==> src/rtl/mux_chan_scanner.sv <==
// mux_chan_scanner
// Drives the select of a downstream 4-to-1 channel mux, holds each enabled
// channel for dwell+1 cycles and captures the mux output on the last cycle
// of each window. The enabled channels are scanned in ascending order, and
// the captured bits are assembled into a 4-bit snapshot.
//
// state | meaning
// ------+---------------------------------------------------------------
// IDLE  | waiting for start; S=00, sample keeps the last snapshot
// SCAN  | holding S on an enabled channel, counting the dwell window
// DONE  | one-cycle done pulse, then back to IDLE
module mux_chan_scanner #(
  parameter int DWELL_W = 4
) (
  input  logic               clk,
  input  logic               rst,
  input  logic               start,
  input  logic [3:0]         mask,
  input  logic [DWELL_W-1:0] dwell,
  input  logic               f_in,
  output logic [1:0]         S,
  output logic [3:0]         sample,
  output logic               busy,
  output logic               done
);

  typedef enum logic [1:0] {
    ST_IDLE = 2'd0,
    ST_SCAN = 2'd1,
    ST_DONE = 2'd2
  } state_t;

  state_t             state;
  logic [3:0]         mask_q;
  logic [DWELL_W-1:0] dwell_q;
  logic [DWELL_W-1:0] cnt;

  logic [1:0]         first_ch;
  logic               nxt_found;
  logic [1:0]         nxt_ch;

  // Lowest enabled channel in the incoming mask (used at the start edge)
  always_comb begin
    first_ch = 2'd0;
    for (int i = 3; i >= 0; i--) begin
      if (mask[i]) first_ch = 2'(i);
    end
  end

  // Next higher enabled channel in the latched mask; no wrap-around
  always_comb begin
    nxt_found = 1'b0;
    nxt_ch    = 2'd0;
    for (int i = 3; i >= 0; i--) begin
      if (mask_q[i] && (3'(i) > {1'b0, S})) begin
        nxt_found = 1'b1;
        nxt_ch    = 2'(i);
      end
    end
  end

  // Scan sequencer with registered outputs; counter clears on compare so it never wraps
  always_ff @(posedge clk or posedge rst) begin
    if (rst) begin
      state   <= ST_IDLE;
      mask_q  <= 4'd0;
      dwell_q <= '0;
      cnt     <= '0;
      S       <= 2'd0;
      sample  <= 4'd0;
      busy    <= 1'b0;
      done    <= 1'b0;
    end else begin
      case (state)
        ST_IDLE: begin
          done <= 1'b0;
          busy <= 1'b0;
          S    <= 2'd0;
          if (start) begin
            sample <= 4'd0;
            if (mask != 4'd0) begin
              mask_q  <= mask;
              dwell_q <= dwell;
              cnt     <= '0;
              S       <= first_ch;
              busy    <= 1'b1;
              state   <= ST_SCAN;
            end else begin
              done  <= 1'b1;
              state <= ST_DONE;
            end
          end
        end
        ST_SCAN: begin
          if (cnt != dwell_q) begin
            cnt <= cnt + 1'b1;
          end else begin
            sample[S] <= f_in;
            cnt       <= '0;
            if (nxt_found) begin
              S <= nxt_ch;
            end else begin
              S     <= 2'd0;
              busy  <= 1'b0;
              done  <= 1'b1;
              state <= ST_DONE;
            end
          end
        end
        ST_DONE: begin
          done  <= 1'b0;
          busy  <= 1'b0;
          S     <= 2'd0;
          state <= ST_IDLE;
        end
        default: begin
          done  <= 1'b0;
          busy  <= 1'b0;
          S     <= 2'd0;
          state <= ST_IDLE;
        end
      endcase
    end
  end

endmodule

==> config.mk <==
export PLATFORM = sky130hd
export DESIGN_NAME = mux_chan_scanner
export DESIGN_NICKNAME = d
export VERILOG_FILES = /design/src/rtl/mux_chan_scanner.sv
export SDC_FILE = /design/constraint.sdc
export NUM_CORES = 1
export LEC_CHECK = 0
export CORE_MARGIN = 10
export CORE_UTILIZATION = 54
export CTS_CLUSTER_SIZE = 16
export DETAILED_ROUTE_END_ITERATION = 7
export HOLD_SLACK_MARGIN = 0.02
export PLACE_DENSITY = 0.8
export REMOVE_ABC_BUFFERS = 1
export SLEW_MARGIN = 20
export SYNTH_ARGS = -nofsm -noshare
export SYNTH_HDL_FRONTEND = slang
export SYNTH_SLANG_ARGS = --single-unit
export TNS_END_PERCENT = 100
==> constraint.sdc <==
create_clock -name clk -period 4.6 [get_ports clk]
set_input_delay 1.15 -clock clk [delete_from_list [all_inputs] [get_ports clk]]
set_output_delay 1.15 -clock clk [all_outputs]
set_load 0.005 [all_outputs]
==> results.md <==
* Syn_area_per_cell at 11.2 sq um
* Worst VDD drop at 0.450 mV
* Commonest cells post-synth: 21 x dfrtp_1, 10 x inv_1, 7 x nand2_1
* DIE HEIGHT at 64.6 um
* Fin. max-slew vios at 0
* GRT busiest layer: met2
* Async S/R FF share, synth at 1.00
* Largest area contributor in the netlist: dfrtp_1
* RSZ-0062 raised after global routing: no
* Core Box Area at 1920 sq um
* Worst slew margin at 0.462
* I/O Pins at 20
* Final WL at 2200 um
* Nets@finish at 131
* Crit start category: primary input
* Final Hold Vio Count at 0
* Final Cycle Share at 0.600
* Via count at 805
* Reg clk slew, reported paths at 0.11 ns
* HP Start: busy
* # H-tree levels at 1
* Grt met3 use at 0.0361
* Synthesized instance count at 96
* Post-synth top area share at 0.490
* Post-synthesis register bit count at 21
* Filler cells at 169
* Reg area at 526 sq um
* Largest net degree at the start of global routing at 22
* CP Max Fanout at 11
* Worst Path Required at 4.80 ns
* Hpwl dp at 1760 um
* Drt via density at 5.59
* Outcome: finished clean
* Distinct cell type count after synthesis at 34
* Crit-path max cell delay at 0.49 ns
* Sequential fraction of the synthesis area at 0.490
* F_max at 362 MHz
* Clock skew at 0.00116 ns
* Post-CTS Setup Repair Bufs at 0
* WP data arrival at 2.96 ns
* CTS tree: built
* Drt first pass iters at 4
* Total power at 775 uW
* Slew of the pin with the lowest slew margin at 0.806 ns
* Insertion delay to the later sink of the worst-skew pair at 0.30 ns
* M2 GR Usage at 0.183
* Die X-Extent at 64.6 um
* Starting Density at 0.558
* R2R depth at 3
* Critical Path Slowest Stage Cell: clkdlybuf4s50_1
* TNS Setup at 0 ns
* CTS max path bufs at 2
* First-pass GRT wire length at 3660 um
* Pwr Density at 593 nW/um^2
* Met1 GRT Util at 0.126
* Port bufs at 19
* Ys flop type: dfrtp_1
* Number of gates resized after cts at 0
* Max-cap viol count at 0
* Area Growth Syn to Fin at 21.8%
* Layout cells sized above 1 at 0.154
* Area of the multi-input gates at 493 sq um
* Vias in the first global route at 813
* Total track usage at 0.110
* Min cycle time layout at 2.76 ns
* Hold Crit Depth at 1
* Drc violations at 0
* Diode count at 0
* Post-route ant nets at 0
* CP Class: in -> reg
* Setup-failing EPs final at 0
* HP Class: reg -> reg
* Yosys Warn Count at 0
* Crit path cell chain: clkdlybuf4s50_1, or3b_1, nor2_2, mux2_2
* Worst reg2reg startpoint: state[1]
* Hold_buf cts at 0
* Area contributors post-synth: dfrtp_1 49%, mux2_4 5.6%, mux2i_1 4.7%
* CTS Sinks at 21
* Syn Std Cell Area at 1070 sq um
* Grt ovf at 0
* Initial DRC count at 16
* CP Launch Point: start
* Die area at 4170 sq um
* Total CTS buffers at 3
* GPL Wtd Cong at 0.818
* Most numerous cell in the Yosys netlist: dfrtp_1
* DR WL/cell at 15.3 um
* Rows at 16
* Number of synthesized flops with an enable pin at 0
* Root buf cell: clkbuf_4
* Leak pwr at 0.585 nW
* Critical path capture point type: flip-flop
* Initial antenna violation count at 0
path summary, 6_finish.rpt:
check,slack (ns),endpoint
max,1.84,dwell_q[3]
min,0.51,busy
min in group asynchronous,1.28,done
min reg2reg,0.51,busy
max reg2reg,2.70,dwell_q[3]
max in group asynchronous,2.82,sample[0]
sequential cells by signal, indices dropped and copies added (netlist names):
name     count
sample       4
S            2
busy         1
state        2
done         1
cnt          4
mask_q       3
dwell_q      4
power by group:
| part | leakage (nW) | switching, mW | total, mW | internal, mW |
|---|---|---|---|---|
| Sequential | 0.268 | 0.0689 | 0.327 | 0.258 |
| Combinational | 0.302 | 0.165 | 0.359 | 0.194 |
| Clock | 0.0150 | 0.0551 | 0.0890 | 0.0339 |
stage by stage:
step                utilization  area, sq um  hold slack [ns]  worst slack [ns]  instances
global placement          0.666         1280            0.473              1.58        140
floorplan                     -         1060            0.473              2.18         94
global route              0.680         1310            0.535              1.75        144
detailed placement        0.666         1280            0.487              1.50        140
CTS                       0.680         1310            0.518              1.84        144
finish                    0.680         1310            0.512              1.84        144
per-layer routing:
| metal | vias up | part of all wire |
|---|---|---|
| met5 | - | 0 |
| met4 | 0 | 0.015 |
| met3 | 4 | 0.045 |
| met2 | 17 | 0.51 |
| met1 | 402 | 0.43 |
| li1 | 382 | - |
kinds of logic after synthesis:
kind of cell,share of synthesized area
compound gates,0.141
xor+xnor,0.0408
mux,0.134
flops,0.490
buf+inv,0.0502
simple gates,0.132
fa+ha+maj,0.0117
cell type report:
type | instances | share of cell area
timing repair buffer | 19 | 0.146
multi-input combinational | 63 | 0.377
inverter | 10 | 0.0287
clock buffer | 4 | 0.0201
tap | 27 | 0.0259
sequential | 21 | 0.402
worst max-delay path, delay by kind of cell:
kind	cells	cell delay, ns
mux	1	0.39
buf+inv	1	0.49
simple gates	2	0.93
cell usage in the layout (no fill, tap or decap), types with 2 or more instances in the layout:
cell type / count
dfrtp_1: 21
clkdlybuf4s50_1: 19
inv_1: 10
nand2_1: 7
o21ai_0: 5
xnor2_1: 5
mux2i_1: 5
nor2_1: 4
mux2_4: 4
a21oi_1: 3
nand4_1: 3
mux2_2: 3
clkbuf_4: 3
a221oi_1: 2
nand3_1: 2
a22o_1: 2
Power figures use the tool's default switching activity.
